--- src/rtl/sevenseg_scan_if.sv ---
// sevenseg_scan_if: user-side and pin-side signals of the seven-segment scan
// controller, grouped so the controller and its user share one port.
//   master : user datapath (drives digit codes, decimal points, lz_en, load;
//            observes pending and the display pins)
//   slave  : the scan controller (sevenseg_scan)
// Signals:
//   digits_in  [5*NUM_DIGITS] digit codes, digit i at [5i+4:5i], digit 0 rightmost
//   dp_in      [NUM_DIGITS]   decimal point request per digit, 1 = lit
//   lz_en                     leading-zero suppression enable, sampled with load
//   load                      single-cycle strobe capturing the three inputs above
//   pending                   staged data waiting for the next frame boundary
//   seg_out    [7]            segments {a,b,c,d,e,f,g}, active-low
//   dp_out                    decimal point, active-low
//   an_out     [NUM_DIGITS]   anode enables, active-low one-hot-cold
//   frame_done                one-cycle pulse after each frame boundary
interface sevenseg_scan_if #(
  parameter int NUM_DIGITS = 4
);
  logic [5*NUM_DIGITS-1:0] digits_in;
  logic [NUM_DIGITS-1:0]   dp_in;
  logic                    lz_en;
  logic                    load;
  logic                    pending;
  logic [6:0]              seg_out;
  logic                    dp_out;
  logic [NUM_DIGITS-1:0]   an_out;
  logic                    frame_done;

  modport master (
    output digits_in, dp_in, lz_en, load,
    input  pending, seg_out, dp_out, an_out, frame_done
  );

  modport slave (
    input  digits_in, dp_in, lz_en, load,
    output pending, seg_out, dp_out, an_out, frame_done
  );
endinterface

--- src/rtl/sevenseg_scan.sv ---
// sevenseg_scan: multiplexed seven-segment display controller for NUM_DIGITS
// common-anode digits sharing one segment bus.
// Ports:
//   clk    system clock, rising edge
//   rst_n  asynchronous active-low reset
//   bus    sevenseg_scan_if.slave (digit codes, dp, lz_en, load in;
//          pending, seg_out, dp_out, an_out, frame_done out)
// Each digit owns a slot of SLOT_CYCLES cycles: the first GUARD_CYCLES of the
// slot keep every anode off (anti-ghosting), the rest drive that digit.
// Loaded data waits in staging and is only copied to the display registers
// at the frame boundary, so a frame never shows a mix of old and new data.
module sevenseg_scan #(
  parameter int NUM_DIGITS   = 4,
  parameter int SLOT_CYCLES  = 50000,
  parameter int GUARD_CYCLES = 64
) (
  input  logic           clk,
  input  logic           rst_n,
  sevenseg_scan_if.slave bus
);

  localparam int PW = $clog2(SLOT_CYCLES);
  localparam int IW = $clog2(NUM_DIGITS);
  localparam int DW = 5 * NUM_DIGITS;

  localparam logic [PW-1:0] P_LAST   = PW'(SLOT_CYCLES - 1);
  localparam logic [PW-1:0] P_GUARD  = PW'(GUARD_CYCLES);
  localparam logic [IW-1:0] IDX_LAST = IW'(NUM_DIGITS - 1);
  localparam logic [DW-1:0] ALL_BLANK = {NUM_DIGITS{5'd16}};
  localparam logic [6:0]    SEG_OFF   = 7'b1111111;

  // Active-low abcdefg glyphs; codes 16..31 are blank.
  function automatic logic [6:0] hex_to_seg(input logic [4:0] code);
    logic [6:0] seg;
    seg = SEG_OFF;
    if (!code[4]) begin
      case (code[3:0])
        4'h0: seg = 7'b0000001;
        4'h1: seg = 7'b1001111;
        4'h2: seg = 7'b0010010;
        4'h3: seg = 7'b0000110;
        4'h4: seg = 7'b1001100;
        4'h5: seg = 7'b0100100;
        4'h6: seg = 7'b0100000;
        4'h7: seg = 7'b0001111;
        4'h8: seg = 7'b0000000;
        4'h9: seg = 7'b0000100;
        4'hA: seg = 7'b0001000;
        4'hB: seg = 7'b1100000;
        4'hC: seg = 7'b0110001;
        4'hD: seg = 7'b1000010;
        4'hE: seg = 7'b0110000;
        default: seg = 7'b0111000;
      endcase
    end
    return seg;
  endfunction

  // Scan counters
  logic [PW-1:0]         p_q, p_d;
  logic [IW-1:0]         idx_q, idx_d;
  // Staging and display registers
  logic [DW-1:0]         stg_digits_q, stg_digits_d;
  logic [NUM_DIGITS-1:0] stg_dp_q, stg_dp_d;
  logic                  stg_lz_q, stg_lz_d;
  logic [DW-1:0]         disp_digits_q, disp_digits_d;
  logic [NUM_DIGITS-1:0] disp_dp_q, disp_dp_d;
  logic                  disp_lz_q, disp_lz_d;
  // Registered outputs
  logic                  pending_q, pending_d;
  logic                  frame_done_q, frame_done_d;
  logic [6:0]            seg_q, seg_d;
  logic                  dp_q, dp_d;
  logic [NUM_DIGITS-1:0] an_q, an_d;

  logic                  p_wrap;
  logic                  boundary;
  logic                  drive;

  // Counter, staging and display next-state
  always_comb begin
    p_wrap   = (p_q == P_LAST);
    boundary = p_wrap && (idx_q == IDX_LAST);

    p_d   = p_wrap ? '0 : p_q + 1'b1;
    idx_d = idx_q;
    if (p_wrap) begin
      idx_d = (idx_q == IDX_LAST) ? '0 : idx_q + 1'b1;
    end

    stg_digits_d = stg_digits_q;
    stg_dp_d     = stg_dp_q;
    stg_lz_d     = stg_lz_q;
    if (bus.load) begin
      stg_digits_d = bus.digits_in;
      stg_dp_d     = bus.dp_in;
      stg_lz_d     = bus.lz_en;
    end

    // The display takes the pre-edge staging contents, so a load on the
    // boundary edge lands in staging and waits for the following frame.
    disp_digits_d = disp_digits_q;
    disp_dp_d     = disp_dp_q;
    disp_lz_d     = disp_lz_q;
    if (boundary && pending_q) begin
      disp_digits_d = stg_digits_q;
      disp_dp_d     = stg_dp_q;
      disp_lz_d     = stg_lz_q;
    end

    pending_d    = bus.load | (pending_q & ~boundary);
    frame_done_d = boundary;
  end

  // Per-digit decode from the post-edge display registers, so the pins
  // track the counters without a cycle of lag.
  logic [NUM_DIGITS-1:0] zero_or_blank;
  logic [NUM_DIGITS-1:0] supp;
  logic [6:0]            glyph_w [NUM_DIGITS];

  for (genvar gi = 0; gi < NUM_DIGITS; gi++) begin : g_digit
    logic [4:0] code;
    assign code              = disp_digits_d[5*gi +: 5];
    assign zero_or_blank[gi] = code[4] | (code[3:0] == 4'd0);
    assign glyph_w[gi]       = supp[gi] ? SEG_OFF : hex_to_seg(code);
  end

  // A digit is suppressed when it and every digit above it is zero or blank;
  // digit 0 is never suppressed so a value of zero still shows "0".
  always_comb begin
    logic run;
    run  = 1'b1;
    supp = '0;
    for (int i = NUM_DIGITS - 1; i >= 1; i--) begin
      run     = run & zero_or_blank[i];
      supp[i] = disp_lz_d & run;
    end
  end

  always_comb begin
    logic [6:0] sel_glyph;
    logic       sel_dp;
    drive     = (p_d >= P_GUARD);
    sel_glyph = SEG_OFF;
    sel_dp    = 1'b0;
    an_d      = '1;
    for (int i = 0; i < NUM_DIGITS; i++) begin
      if (idx_d == IW'(i)) begin
        sel_glyph = glyph_w[i];
        sel_dp    = disp_dp_d[i];
        an_d[i]   = ~drive;
      end
    end
    seg_d = drive ? sel_glyph : SEG_OFF;
    dp_d  = drive ? ~sel_dp : 1'b1;
  end

  always_ff @(posedge clk or negedge rst_n) begin
    if (!rst_n) begin
      p_q           <= '0;
      idx_q         <= '0;
      stg_digits_q  <= ALL_BLANK;
      stg_dp_q      <= '0;
      stg_lz_q      <= 1'b0;
      disp_digits_q <= ALL_BLANK;
      disp_dp_q     <= '0;
      disp_lz_q     <= 1'b0;
      pending_q     <= 1'b0;
      frame_done_q  <= 1'b0;
      seg_q         <= SEG_OFF;
      dp_q          <= 1'b1;
      an_q          <= '1;
    end else begin
      p_q           <= p_d;
      idx_q         <= idx_d;
      stg_digits_q  <= stg_digits_d;
      stg_dp_q      <= stg_dp_d;
      stg_lz_q      <= stg_lz_d;
      disp_digits_q <= disp_digits_d;
      disp_dp_q     <= disp_dp_d;
      disp_lz_q     <= disp_lz_d;
      pending_q     <= pending_d;
      frame_done_q  <= frame_done_d;
      seg_q         <= seg_d;
      dp_q          <= dp_d;
      an_q          <= an_d;
    end
  end

  assign bus.pending    = pending_q;
  assign bus.frame_done = frame_done_q;
  assign bus.seg_out    = seg_q;
  assign bus.dp_out     = dp_q;
  assign bus.an_out     = an_q;

endmodule

--- src/flat_wrapper.sv ---
// flat-port wrapper written by rule: the top's interface ports become plain ports
module sevenseg_scan_flat 
#(
  parameter int NUM_DIGITS   = 4,
  parameter int SLOT_CYCLES  = 50000,
  parameter int GUARD_CYCLES = 64
)
  (clk, rst_n, bus_digits_in, bus_dp_in, bus_lz_en, bus_load, bus_pending, bus_seg_out, bus_dp_out, bus_an_out, bus_frame_done);
  sevenseg_scan_if #(.NUM_DIGITS(NUM_DIGITS)) bus_i ();
  input  logic clk;
  input  logic rst_n;
  input wire logic [$bits(bus_i.digits_in)-1:0] bus_digits_in;
  input wire logic [$bits(bus_i.dp_in)-1:0] bus_dp_in;
  input wire logic [$bits(bus_i.lz_en)-1:0] bus_lz_en;
  input wire logic [$bits(bus_i.load)-1:0] bus_load;
  output wire logic [$bits(bus_i.pending)-1:0] bus_pending;
  output wire logic [$bits(bus_i.seg_out)-1:0] bus_seg_out;
  output wire logic [$bits(bus_i.dp_out)-1:0] bus_dp_out;
  output wire logic [$bits(bus_i.an_out)-1:0] bus_an_out;
  output wire logic [$bits(bus_i.frame_done)-1:0] bus_frame_done;
  assign bus_i.digits_in = bus_digits_in;
  assign bus_i.dp_in = bus_dp_in;
  assign bus_i.lz_en = bus_lz_en;
  assign bus_i.load = bus_load;
  assign bus_pending = bus_i.pending;
  assign bus_seg_out = bus_i.seg_out;
  assign bus_dp_out = bus_i.dp_out;
  assign bus_an_out = bus_i.an_out;
  assign bus_frame_done = bus_i.frame_done;
  sevenseg_scan #(.NUM_DIGITS(NUM_DIGITS), .SLOT_CYCLES(SLOT_CYCLES), .GUARD_CYCLES(GUARD_CYCLES)) u_core (.clk(clk), .rst_n(rst_n), .bus(bus_i));
endmodule
--- config.mk ---
export PLATFORM = sky130hd
export DESIGN_NAME = sevenseg_scan_flat
export DESIGN_NICKNAME = d
export VERILOG_FILES = /design/src/rtl/sevenseg_scan_if.sv /design/src/rtl/sevenseg_scan.sv /design/src/flat_wrapper.sv
export SDC_FILE = /design/constraint.sdc
export NUM_CORES = 1
export LEC_CHECK = 0
export CORE_ASPECT_RATIO = 0.5
export CORE_MARGIN = 5
export CORE_UTILIZATION = 45
export CTS_CLUSTER_DIAMETER = 40
export DETAILED_ROUTE_END_ITERATION = 10
export DONT_BUFFER_PORTS = 1
export SYNTH_ARGS = -nofsm -noshare
export SYNTH_HDL_FRONTEND = slang
export SYNTH_SLANG_ARGS = --single-unit
--- constraint.sdc ---
create_clock -name clk -period 3.9 [get_ports clk]
set_clock_uncertainty 0.05 [all_clocks]
set_input_delay 0.585 -clock clk [delete_from_list [all_inputs] [get_ports clk]]
set_output_delay 0.585 -clock clk [all_outputs]
set_load 0.03 [all_outputs]
==> impl_metrics.yaml, run 1 <==
run_status:
  outcome: "finished, final reports clean"
synth:
  synth_edf_count: 0
  synth_seq_cells: 82
  avgSynthCellArea_um2: 10.0
  synthCells: 503
  synth_fp_nets: 559
  muxShareOfSynthArea_pct: 12.2
  yosys.area_share.simple_pct: 17.1
  synth.yosys.seq_area_share_pct: 41.1
  synth.distinct_cells: 68
  synth_top_family_by_area: "simple AND/OR/NAND/NOR gates"
  yosys_warnings: 0
  synth-compound-area-share_pct: 15.7
  synthXorXnorAreaFrac_pct: 2.43
  synthAdderAreaFrac_pct: 6.94
  ys.flop_type: "dfrtp_1"
  synthArstFlopShare_pct: 100
  syn_area_um2: 5050
layout:
  layout.nets: 557
  fill_cells: 995
  fin_area_um2: 5510
  areaGrowthSynthToFinish_pct: 9.22
  drive_gt1_share_pct: 18.4
  antenna_cells: 0
floorplan:
  start_util_pct: 46.0
  rows: 27
  die_w_um: 160
  die_area_um2: 13600
  coreArea_um2: 11000
  io_pins: 42
  die_h_um: 84.9
critical_path:
  worst-setup-path-type: "reg2reg"
  rrSetupSlack_ns: 0.33
  crit_fanout: 18
  slowest_stage: "a21oi_1"
  cp_common_cell: "ha_1"
  r2r_end: "u_core.bus.seg_out[3]"
  worst-path-buf-inv: 0
  crit_path_end_kind: "register"
  required_ns: 4.11
  critPathLaunchType: "register"
  r2r_start: "u_core.p_q[0]"
  cp_cell_sequence: "ha_1 -> and4_2 -> and4_4 -> nand2_4 -> mux2i_1 -> ha_1 -> and3_1 -> o31a_1 -> a21oi_1 -> a2111oi_0 -> a2111o_1"
  reg2reg_depth: 11
  cp_data_arrival_time_ns: 3.78
  critPathMaxStageDelay_ns: 0.43
  crit_family: "compound AO/OA/AOI/OAI gates"
place:
  placed_area_um2: 5170
  place_hpwl_mm: 8.59
  port_buffers: 0
  place_congestion: 0.861
timing:
  finalCritPeriodShare_pct: 91.5
  drv_slew: 0
  rsz0062_at_grt: "no"
  whs_ns: 0.0376
  setup_tns_ns: 0
  fmax_ghz: 0.280
  hold_viol: 0
  min_period_ns: 3.57
  setup_violations: 0
  tightest_slew_ns: 0.639
  relSlewSlack_pct: 57.1
routing:
  drt_first_pass_iters: 5
  drc: 0
  wl_mm: 11.9
  drtIter0Drc: 264
  ant_nets: 0
  wl_per_cell_um: 18.3
  vias: 3761
  vias_per_cell: 5.78
global_route:
  grt_overflow: 0
  grt.met3_usage_pct: 4.46
  grt_max_degree: 63
  busiest_layer: "met2"
  gr-usage-met2_pct: 27.8
  grt_pass1_wl_mm: 19.7
  grt_pass1_vias: 3648
  antenna_found_initial: 0
  global_route.usage.met1_pct: 26.3
  globalRouteTotalUtil_pct: 18.1
flow_run:
  cap_violations: 0
cts:
  cts_tree: "yes"
  clk_path_buf_depth: 2
  clkLatencyLatePin_ns: 0.34
  cts_max_level: 3
  cts_resized: 0
  cts-root-buf: "clkbuf_16"
  clkTransAtPathRegs_ns: 0.07
  cts_sinks: 82
  cts_buffers: 9
hold_path:
  hold_path.class: "in2async"
power:
  power_density_nw_per_um2: 338
  peakVddDrop_v: 0.000208
  p_leak_nw: 2.55
  finalPower_w: 0.00187
Yosys cell counts, drive strengths merged, types with 12 or more instances:
| cell | number | area (um2) |
|---|---|---|
| dfrtp | 62 | 1550 |
| dfstp | 20 | 526 |
| mux2 | 31 | 353 |
| ha | 28 | 350 |
| o21ai | 25 | 129 |
| nor2 | 21 | 78.8 |
| inv | 33 | 124 |
| mux2i | 25 | 263 |
| nand2 | 48 | 188 |
| nand3 | 16 | 80.1 |
| a21oi | 30 | 150 |
| buf | 12 | 73.8 |
cells in the final DEF (no fill, tap or decap), types with 5 or more instances in the layout:
master	netlist	routed
buf_4	1	6
a211o_1	5	5
o31ai_1	6	6
inv_1	30	30
nor2_1	21	20
ha_1	28	28
mux2_2	30	30
or3_1	5	5
mux2i_1	24	24
dfrtp_1	62	62
xor2_1	7	7
and2_1	7	7
o21ai_0	24	24
a211oi_1	8	8
xnor2_1	7	7
nand2_1	47	47
a221oi_1	7	7
a21oi_1	30	30
clkbuf_16	0	9
nand3b_1	10	10
nor2b_1	6	6
dfstp_2	20	20
nand3_1	16	16
nor3_1	10	10
area by class of cell:
type,instances,area (um2),area share (%)
sequential,82,2080,37.7
timing repair buffer,7,72.6,1.32
multi-input combinational,368,2750,49.8
tap,145,181,3.29
inverter,33,124,2.25
clock buffer,11,253,4.58
clock inverter,5,60.1,1.09
worst max-delay path by stage:
stage,startpoint,to,cells after the start
finish,u_core.p_q[0],u_core.bus.seg_out[3],11
global route,u_core.p_q[0],u_core.bus.seg_out[3],11
detailed placement,u_core.p_q[0],u_core.bus.seg_out[3],11
CTS,u_core.p_q[0],u_core.bus.seg_out[3],11
global placement,u_core.p_q[0],u_core.bus.seg_out[3],11
floorplan,u_core.p_q[0],u_core.bus.seg_out[3],15
flip-flops by register name, summed over array words and instances, names as in the netlist:
name	flops
u_core.bus.seg_out	7
u_core.bus.an_out	4
u_core.stg_digits_q	20
u_core.disp_dp_q	4
u_core.stg_lz_q	1
u_core.bus.frame_done	1
u_core.p_q	16
u_core.idx_q	2
u_core.bus.pending	1
u_core.stg_dp_q	4
u_core.disp_digits_q	20
u_core.disp_lz_q	1
u_core.bus.dp_out	1
what timing repair did:
| item | 4_1_cts | 5_1_grt |
|---|---|---|
| setup buffers | 0 | 0 |
| hold buffers | 1 | 0 |
| endpoints found under the setup margin | 0 | 0 |
| hold endpoints to repair | 62 | 0 |
report_power, final:
group / switching, W / total [W] / internal [W]
logic: 0.0000245 / 0.0000587 / 0.0000342
clock network: 0.000361 / 0.000896 / 0.000535
registers: 0.0000310 / 0.000911 / 0.000880
worst reg2reg max path: stages (launching register included):
cell	delay [ns]
dfrtp_1	0.38
ha_1	0.24
and4_2	0.30
and4_4	0.27
nand2_4	0.19
mux2i_1	0.21
ha_1	0.30
and3_1	0.17
o31a_1	0.33
a21oi_1	0.43
a2111oi_0	0.21
a2111o_1	0.42
routing by layer:
metal  part of all wire (%)  wire length (um)  up-vias
met5                      0                 0        -
met4                   0.70                83        0
met3                    4.4               526        8
met2                     43              5170       86
met1                     52              6150     1852
li1                       -                 -     1815
logic make-up after synthesis:
| group | count (synthesis) |
|---|---|
| DFF | 82 |
| adders and majority gates | 28 |
| and+or+nand+nor | 153 |
| xor gates and xnor gates | 14 |
| muxes | 56 |
| AOI/OAI and AO/OA | 117 |
| buffers and inverters | 53 |
per-stage QoR:
step / instances / util (%) / setup slack [ns]
after floorplan: 503 / - / 0.132
after global placement: 634 / 47.1 / 0.498
after detailed placement: 634 / 47.1 / 0.417
after CTS: 651 / 50.2 / 0.370
after global routing: 651 / 50.2 / 0.164
final: 651 / 50.2 / 0.331
Power figures use the tool's default switching activity.
==> run 2, diff against run 1 <==
--- a/config.mk
+++ b/config.mk
@@ -5,7 +5,8 @@
 export SDC_FILE = /design/constraint.sdc
 export NUM_CORES = 1
 export LEC_CHECK = 0
-export CORE_ASPECT_RATIO = 0.5
+export ABC_AREA = 1
+export CORE_ASPECT_RATIO = 0.6
 export CORE_MARGIN = 5
 export CORE_UTILIZATION = 45
 export CTS_CLUSTER_DIAMETER = 40
==> run 2 against run 1 <==
  * Wire length increased by 6.8%
  * Worst setup slack improved by 0.27 ns
  * Sequential cell count unchanged
  * Synthesized cell count up 30%
  * Register-to-register slack improved by 0.27 ns
  * Sequential power fell by 2.4%
  * Global-route usage is 1.8 points higher
  * Critical path type unchanged
==> impl_metrics.yaml, run 2 <==
synth:
  synthArstFlopShare_pct: 100
  synth_edf_count: 0
  yosys.area.top_type: "dfrtp_1"
  synth_seq_cells: 82
  synth_top_cell_area_share_pct: 31.0
  syn_area_um2: 5000
  synth_fp_nets: 711
  ys.flop_type: "dfrtp_1"
  synth.most_common_cell: "nand2_1"
  synth.distinct_cells: 40
  synthTopCellsByCount: "173 x nand2_1, 98 x inv_1, 62 x dfrtp_1, 50 x nor2_1, 43 x nand3_1"
  avgSynthCellArea_um2: 7.63
  synth.yosys.seq_area_share_pct: 41.6
  synthCells: 655
  yosys_warnings: 0
  synth.area.top_cells: "dfrtp_1 31%, nand2_1 13%, dfstp_2 11%, inv_1 7.4%, ha_1 7.0%"
routing:
  drc: 0
  wl_per_cell_um: 15.9
  ant_nets: 0
  vias_per_cell: 5.25
  drt_first_pass_iters: 5
  drtIter0Drc: 335
  wl_mm: 12.7
  vias: 4202
layout:
  areaGrowthSynthToFinish_pct: 8.56
  layout.nets: 713
  reg_top3: "u_core.disp_digits_q x20, u_core.stg_digits_q x20, u_core.p_q x16"
  final_common_cell: "nand2_1"
  final_cell_mix: "173 x nand2_1, 98 x inv_1, 62 x dfrtp_1, 50 x nor2_1, 43 x nand3_1"
  utilization_pct: 50.7
  drive_gt1_share_pct: 13.3
  antenna_cells: 0
floorplan:
  coreArea_um2: 10700
  start_util_pct: 46.7
  rows: 29
  die_w_um: 146
  die_h_um: 91.6
  die_area_um2: 13400
  io_pins: 42
global_route:
  antenna_found_initial: 0
  grt_max_degree: 63
  grt_overflow: 0
  globalRouteTotalUtil_pct: 19.9
  grt_pass1_vias: 3945
  grt_pass1_wl_mm: 21.1
critical_path:
  critPathLaunchType: "register"
  crit_fanout: 24
  worst-setup-path-type: "reg2reg"
  cp_data_arrival_time_ns: 3.52
  crit_path_end_kind: "register"
  required_ns: 4.11
cts:
  post_cts_buffers: 0
  clkLatencyLatePin_ns: 0.34
  cts_max_level: 3
  cts_tree: "yes"
  cts_buffers: 9
  cts-root-buf: "clkbuf_16"
  clk_path_buf_depth: 2
  cts_sinks: 82
  clkTransAtPathRegs_ns: 0.06
timing:
  tightest_slew_ns: 0.768
  fmax_ghz: 0.303
  setup_violations: 0
  setup_tns_ns: 0
  relSlewSlack_pct: 48.6
  finalCritPeriodShare_pct: 84.6
  drv_slew: 0
  rsz0062_at_grt: "no"
  min_period_ns: 3.30
  hold_viol: 0
place:
  port_buffers: 0
  place_congestion: 0.999
  place_hpwl_mm: 9.61
power:
  p_leak_nw: 2.75
  power_density_nw_per_um2: 320
  peakVddDrop_v: 0.000250
flow_run:
  cap_violations: 0
run_status:
  outcome: "finished, final reports clean"
hold_path:
  hold_path.class: "in2async"
-- run 2: worst paths after layout --
kind | from | to | slack, ns | cells past startpoint
min reg2reg | u_core.p_q[0] | u_core.p_q[0] | 0.44 | 1
max in group asynchronous | rst_n | u_core.p_q[5] | 3.46 | 1
min | rst_n | u_core.bus.seg_out[3] | 0.03 | 0
min in group clk | bus_load | u_core.stg_digits_q[19] | 0.28 | 1
max | u_core.p_q[0] | u_core.bus.seg_out[2] | 0.60 | 15
max reg2reg | u_core.p_q[0] | u_core.bus.seg_out[2] | 0.60 | 15
-- run 2: what timing repair did --
action,CTS,global route
gates resized for setup,0,0
hold buffers,1,0
setup endpoints to repair,0,0
hold endpoints to repair,62,0
-- run 2: layout make-up --
class | count | area [um2]
fill | 1055 | 5280
sequential | 82 | 2080
timing repair buffer | 5 | 57.6
tap | 139 | 174
multi-input combinational | 450 | 2430
clock inverter | 4 | 27.5
inverter | 109 | 409
clock buffer | 12 | 246
-- run 2: layer usage --
metal	part of all wire, %	routed length, um	GRT usage (%)
met1	55	7030	33.0
met2	35	4510	24.8
met3	8.3	1060	5.12
met4	1.1	141	5.01
met5	0	0	0
-- run 2: cells by family after synthesis --
logic type                 share of synthesized area, %
buffers and inverters                              9.74
AOI/OAI and AO/OA                                  11.5
muxes                                              1.80
DFF                                                41.6
xor gates and xnor gates                          0.526
adders and majority gates                          7.01
and+or+nand+nor                                    27.8
-- run 2: where the power goes --
group          switching [W]  leakage [nW]  internal (W)   total, W
clock               0.000350         0.125      0.000448   0.000799
sequential         0.0000103          1.02      0.000879   0.000889
combinational      0.0000312          1.61     0.0000179  0.0000491
-- run 2: through the flow --
step | hold WS (ns) | total power [W] | std cells | area, um2 | setup slack, ns
global route | 0.0161 | 0.00181 | 801 | 5430 | 0.262
detailed placement | 0.242 | 0.000938 | 784 | 5120 | 0.651
CTS | 0.0233 | 0.00176 | 801 | 5430 | 0.643
finish | 0.0349 | 0.00174 | 801 | 5430 | 0.599
global placement | 0.242 | 0.000936 | 784 | 5120 | 0.803
floorplan | 0.239 | 0.000933 | 655 | 5000 | 1.24
-- run 2: worst max-delay path: stages (launching register included) --
cell      delay [ns]
dfrtp_1         0.39
ha_1            0.21
nand3_2         0.16
clkinv_1        0.14
nand2_2         0.08
nor2_4          0.18
nand3_4         0.31
o21ai_1         0.45
inv_1           0.19
ha_1            0.26
nand3_1         0.10
nand2_2         0.10
nand3_2         0.15
nand2_1         0.09
o21ai_0         0.23
nand3_1         0.11
